<file path="config.mk">
export PLATFORM = sky130hd
export DESIGN_NAME = mult_div_unit
export DESIGN_NICKNAME = d
export VERILOG_FILES = /design/src/rtl/mult_div_unit.sv
export SDC_FILE = /design/constraint.sdc
export NUM_CORES = 1
export LEC_CHECK = 0
export ABC_AREA = 1
export CAP_MARGIN = 0
export CELL_PAD_IN_SITES_DETAIL_PLACEMENT = 1
export CELL_PAD_IN_SITES_GLOBAL_PLACEMENT = 2
export CORE_ASPECT_RATIO = 1.1
export CORE_UTILIZATION = 30
export CTS_BUF_LIST = sky130_fd_sc_hd__clkbuf_4
export DETAILED_ROUTE_END_ITERATION = 10
export GPL_TIMING_DRIVEN = 0
export PLACE_DENSITY_LB_ADDON = 0.1
export SYNTH_ARGS = -nofsm -noshare
export SYNTH_HDL_FRONTEND = slang
export SYNTH_SLANG_ARGS = --single-unit
</file>
<file path="constraint.sdc">
create_clock -name Clk -period 4.2 [get_ports Clk]
set_clock_uncertainty 0.05 [all_clocks]
set_input_delay 0.63 -clock Clk [delete_from_list [all_inputs] [get_ports Clk]]
set_output_delay 0.63 -clock Clk [all_outputs]
set_load 0.005 [all_outputs]
</file>
<file path="src/rtl/mult_div_unit.sv">
// Iterative HI/LO multiply/divide unit: 32-step shift-add multiply and restoring
// divide on operand magnitudes, with a single sign fix-up cycle before HI/LO load.
//
// state | meaning
// IDLE  | waiting for Start; MTHI/MTLO write HI/LO directly here
// CALC  | one shift-add or shift-subtract step per cycle, ITER cycles
// FIX   | sign fix-up, load HI/LO, pulse Done on the following cycle
module mult_div_unit #(
   parameter int WIDTH = 32,
   parameter int ITER  = 32
) (
   input  logic             Clk,
   input  logic             Clr_n,
   input  logic             Start,
   input  logic [2:0]       Op,
   input  logic [WIDTH-1:0] dataRS,
   input  logic [WIDTH-1:0] dataRT,
   output logic [WIDTH-1:0] HI,
   output logic [WIDTH-1:0] LO,
   output logic             Busy,
   output logic             Done
);

   localparam int CNT_W = (ITER > 1) ? $clog2(ITER) : 1;
   localparam logic [CNT_W-1:0] CNT_LOAD = CNT_W'(ITER - 1);

   typedef enum logic [1:0] {
      S_IDLE,
      S_CALC,
      S_FIX
   } state_t;

   state_t state, state_nxt;

   logic                 is_div;
   logic                 sign_a;
   logic                 sign_b;
   logic [WIDTH-1:0]     b_mag;
   logic [2*WIDTH-1:0]   acc;
   logic [CNT_W-1:0]     cnt;

   logic                 req_md;
   logic                 req_signed;
   logic                 in_sign_a;
   logic                 in_sign_b;
   logic [WIDTH-1:0]     in_mag_a;
   logic [WIDTH-1:0]     in_mag_b;

   logic [WIDTH:0]       mul_sum;
   logic [2*WIDTH-1:0]   mul_next;
   logic [WIDTH:0]       div_rem_sh;
   logic [WIDTH+1:0]     div_diff;
   logic [2*WIDTH-1:0]   div_next;

   logic [2*WIDTH-1:0]   mul_res;
   logic [WIDTH-1:0]     quo;
   logic [WIDTH-1:0]     rem;
   logic                 div_zero;
   logic [WIDTH-1:0]     fix_hi;
   logic [WIDTH-1:0]     fix_lo;

   assign Busy = (state != S_IDLE);

   // Operand capture: signed ops (Op[0]=0) take magnitudes and keep the sign bits.
   always_comb begin
      req_md     = Start && !Op[2];
      req_signed = !Op[0];
      in_sign_a  = req_signed && dataRS[WIDTH-1];
      in_sign_b  = req_signed && dataRT[WIDTH-1];
      in_mag_a   = in_sign_a ? -dataRS : dataRS;
      in_mag_b   = in_sign_b ? -dataRT : dataRT;
   end

   // One iteration of each algorithm; acc = {upper, lower} halves.
   always_comb begin
      mul_sum    = {1'b0, acc[2*WIDTH-1:WIDTH]} + (acc[0] ? {1'b0, b_mag} : '0);
      mul_next   = {mul_sum, acc[WIDTH-1:1]};
      div_rem_sh = acc[2*WIDTH-1:WIDTH-1];
      div_diff   = {1'b0, div_rem_sh} - {2'b00, b_mag};
      if (div_diff[WIDTH+1])
         div_next = {div_rem_sh[WIDTH-1:0], acc[WIDTH-2:0], 1'b0};
      else
         div_next = {div_diff[WIDTH-1:0], acc[WIDTH-2:0], 1'b1};
   end

   // With a zero divisor every restoring step succeeds, so the remainder ends up
   // as the dividend magnitude; re-applying sign A recovers the raw dataRS.
   always_comb begin
      mul_res  = (sign_a ^ sign_b) ? -acc : acc;
      quo      = acc[WIDTH-1:0];
      rem      = acc[2*WIDTH-1:WIDTH];
      div_zero = (b_mag == '0);
      fix_hi   = sign_a ? -rem : rem;
      if (div_zero)
         fix_lo = '1;
      else
         fix_lo = (sign_a ^ sign_b) ? -quo : quo;
   end

   always_ff @(posedge Clk or negedge Clr_n) begin
      if (!Clr_n)
         state <= S_IDLE;
      else
         state <= state_nxt;
   end

   always_comb begin
      state_nxt = state;
      case (state)
         S_IDLE: if (req_md) state_nxt = S_CALC;
         S_CALC: if (cnt == '0) state_nxt = S_FIX;
         S_FIX:  state_nxt = S_IDLE;
         default: state_nxt = S_IDLE;
      endcase
   end

   always_ff @(posedge Clk or negedge Clr_n) begin
      if (!Clr_n) begin
         HI     <= '0;
         LO     <= '0;
         Done   <= 1'b0;
         is_div <= 1'b0;
         sign_a <= 1'b0;
         sign_b <= 1'b0;
         b_mag  <= '0;
         acc    <= '0;
         cnt    <= '0;
      end else begin
         Done <= 1'b0;
         case (state)
            S_IDLE: begin
               if (req_md) begin
                  is_div <= Op[1];
                  sign_a <= in_sign_a;
                  sign_b <= in_sign_b;
                  b_mag  <= in_mag_b;
                  acc    <= {{WIDTH{1'b0}}, in_mag_a};
                  cnt    <= CNT_LOAD;
               end else if (Start && (Op[2:1] == 2'b10)) begin
                  if (Op[0])
                     LO <= dataRS;
                  else
                     HI <= dataRS;
               end
            end
            S_CALC: begin
               acc <= is_div ? div_next : mul_next;
               cnt <= cnt - 1'b1;
            end
            S_FIX: begin
               if (is_div) begin
                  HI <= fix_hi;
                  LO <= fix_lo;
               end else begin
                  HI <= mul_res[2*WIDTH-1:WIDTH];
                  LO <= mul_res[WIDTH-1:0];
               end
               Done <= 1'b1;
            end
            default: ;
         endcase
      end
   end

endmodule

</file>
==> impl_metrics.yaml <==
pwr:
  p_per_area_nw_per_um2: 952
  cellLeakagePower_nw: 9.75
  vdd_drop_max_mv: 0.285
  finalPower_mw: 19.0
critical_path:
  rrSetupSlack_ps: 700
  reg2reg_depth: 17
  required_ps: 4820
  crit_fanout: 10
  crit_chain: "buf_6 -> clkbuf_1 -> nand2_1 -> inv_1 -> ha_1 -> inv_1 -> fa_1 -> o21ai_1 -> nand2_1 -> nand2_1 -> nand2_1 -> nand2_1 -> nand2_1 -> nand3_1 -> nand3_1 -> nand3_1 -> nand2_1"
  arrival_ps: 4120
  crit_path_end_kind: "flip-flop"
  critPathSlowestCell: "clkbuf_1"
  path_class: "flip-flop to flip-flop"
  r2r_start: "acc[0]$_DFFE_PN0P_"
  max_stage_delay_ps: 480
  crit-reg2reg-capture: "acc[61]$_DFFE_PN0P_"
  start_kind: "flip-flop"
  path_common_cell: "nand2_1"
floorplanning:
  dieArea_um2: 59000
  dieHeight_um: 255
  fp.dieW_um: 232
  start_util_pct: 30.3
  top_level_ports: 136
  core_um2: 57300
  rows: 92
synth:
  ys_seq_elements: 171
  syn-instance-count: 2955
  synthArstFlopShare_pct: 100
  synth_area_um2: 17400
  synth-edff-count: 0
  yosys.area.top_type_share_pct: 24.6
  synth_area_leaders: "dfrtp_1, nand2_1, inv_1"
  ys_top_cells_by_count: "nand2_1, inv_1, nor2_1"
  ys_warn_count: 0
  avgSynthCellArea_um2: 5.89
  yosysUniqueCellTypes: 51
  syn-num-nets: 3097
  yosys.area.top_type: "dfrtp_1"
  synth_seq_area_share_pct: 24.6
  yosysMostFrequentCell: "nand2_1"
  synthFlopType: "dfrtp_1"
drt:
  vias: 20300
  drc: 0
  ant_nets: 0
  first_pass_iters: 6
  drt_iter0_drc: 1150
  wl_per_cell_um: 24.3
  viasPerCell: 5.25
  routed_wl_um: 94300
clock_network:
  cts_root_buffer: "clkbuf_4"
  clock_path_buffers: 2
  path_clk_slew_ps: 150
  cts_buffers: 17
  tritoncts: "yes"
  clock_sinks: 171
  clk_latency_ps: 770
  cts_resized: 0
  cts_max_level: 4
min_path:
  min_path_type: "input pin to async pin"
timing:
  hold_violations: 0
  drv_slew: 0
  fin_crit_sh_pct: 83.4
  max_freq_ghz: 0.286
  fin_worst_hold_slack_ps: 363
  setup_viol: 0
  rsz0062_at_grt: "no"
  finalWorstSetupSlack_ps: 699
  relSlewSlack_pct: 19.0
  worst_slew_pin_slew_ps: 1220
  min_period_ps: 3500
job:
  cap_violations: 0
grt:
  grt-ovfl-total: 0
  grt_max_degree: 89
  grt_pass1_vias: 21200
  grt_pass1_wl_um: 137000
  grt.total_usage_pct: 32.2
  grt_antenna_before_repair: 5
final_layout:
  area_growth_pct: 14.7
  nNetsFinal: 3253
  final_area_um2: 20000
  drive_above_1_share_pct: 4.07
place:
  portBuffers: 135
  dpl_worst_slack_ps: 643
  dp_hpwl_um: 80300
  gp_congestion: 0.967
  placed_cell_area_um2: 19700
outcome:
  status: "finished clean"
-- per-layer routing --
metal / vias up / part of all wire (%) / global-route usage, %
met5: - / 0 / 0
li1: 9843 / - / -
met4: 0 / 5.2 / 16.6
met2: 409 / 53 / 61.9
met1: 9926 / 39 / 34.8
met3: 171 / 2.7 / 2.99
-- worst max path at each step --
| stage | from | end | slack [ps] | depth (start not counted) |
|---|---|---|---|---|
| floorplan | acc[0]$_DFFE_PN0P_ | acc[47]$_DFFE_PN0P_ | 1680 | 17 |
| global placement | Clr_n | b_mag[1]$_DFFE_PN0P_ | -5250 | 1 |
| detailed placement | acc[0]$_DFFE_PN0P_ | acc[59]$_DFFE_PN0P_ | 640 | 17 |
| CTS | acc[0]$_DFFE_PN0P_ | acc[59]$_DFFE_PN0P_ | 620 | 17 |
| global route | acc[0]$_DFFE_PN0P_ | acc[59]$_DFFE_PN0P_ | 450 | 17 |
| finish | acc[0]$_DFFE_PN0P_ | acc[61]$_DFFE_PN0P_ | 700 | 17 |
-- stage by stage --
stage / setup TNS (ps) / std cells / utilization [%]
after floorplan: 0 / 2955 / -
after detailed placement: 0 / 3843 / 34.4
after global placement: -893750 / 3842 / 34.3
after global routing: 0 / 3875 / 34.8
after CTS: 0 / 3873 / 34.8
final: 0 / 3876 / 34.8
-- cell type report --
type / instances / area (µm²)
well taps: 752 / 941
flip-flops and latches: 171 / 4280
fillers: 7728 / 37400
inverters: 412 / 1550
clock buffers: 18 / 135
repair buffers: 137 / 1390
diodes: 3 / 7.51
plain buffers: 91 / 432
clock inverters: 11 / 76.3
multi-input cells: 2281 / 11100
-- registers in the layout, summed over array words and instances (netlist names) --
register / cells
acc: 64
HI: 32
LO: 32
b_mag: 32
cnt: 5
state: 2
Done: 1
is_div: 1
sign_a: 1
sign_b: 1
-- critical path, delay by kind of cell (launching register included) --
kind	cells	cell delay (ps)
simple gates	10	1210
compound gates	1	350
fa+ha+maj	2	620
buf+inv	4	810
flops	1	370
-- cell usage in the layout (no fill, tap or decap), types with 8 or more instances in the layout --
master,count
a21oi_1,167
a31oi_1,27
buf_1,12
buf_2,18
clkbuf_1,50
clkbuf_4,18
clkdlybuf4s50_1,134
dfrtp_1,171
ha_1,70
inv_1,396
inv_2,14
nand2_1,865
nand3_1,287
nand3b_1,16
nand4_1,49
nor2_1,383
nor3_1,30
o211ai_1,15
o211ai_2,8
o21ai_0,212
o21ai_1,18
o21bai_1,8
xnor2_1,13
xor2_1,43
-- report_power, final --
group / internal [mW] / total, mW / switching (mW)
clock: 0.230 / 0.946 / 0.716
combinational: 4.68 / 14.4 / 9.73
sequential: 2.51 / 3.63 / 1.12
-- cells by family (layout without fill, tap and decap cells) --
| kind of cell | Yosys count | count (layout) | share of synthesized area [%] |
|---|---|---|---|
| adder cells (fa/ha/maj) | 72 | 72 | 5.26 |
| AND/OR/NAND/NOR | 1684 | 1684 | 41.3 |
| flip-flops | 171 | 171 | 24.6 |
| AO/OA/AOI/OAI | 469 | 469 | 14.6 |
| buffers and inverters | 503 | 669 | 11.4 |
| XOR/XNOR | 56 | 56 | 2.82 |
| other | 0 | 3 | 0 |
-- timing repair --
item	in CTS	in global routing
setup buffers	0	0
endpoints found under the setup margin	0	0
endpoints found under the hold margin	83	0
hold buffers	1	0
Note: power is estimated with default switching activity, not from simulation.
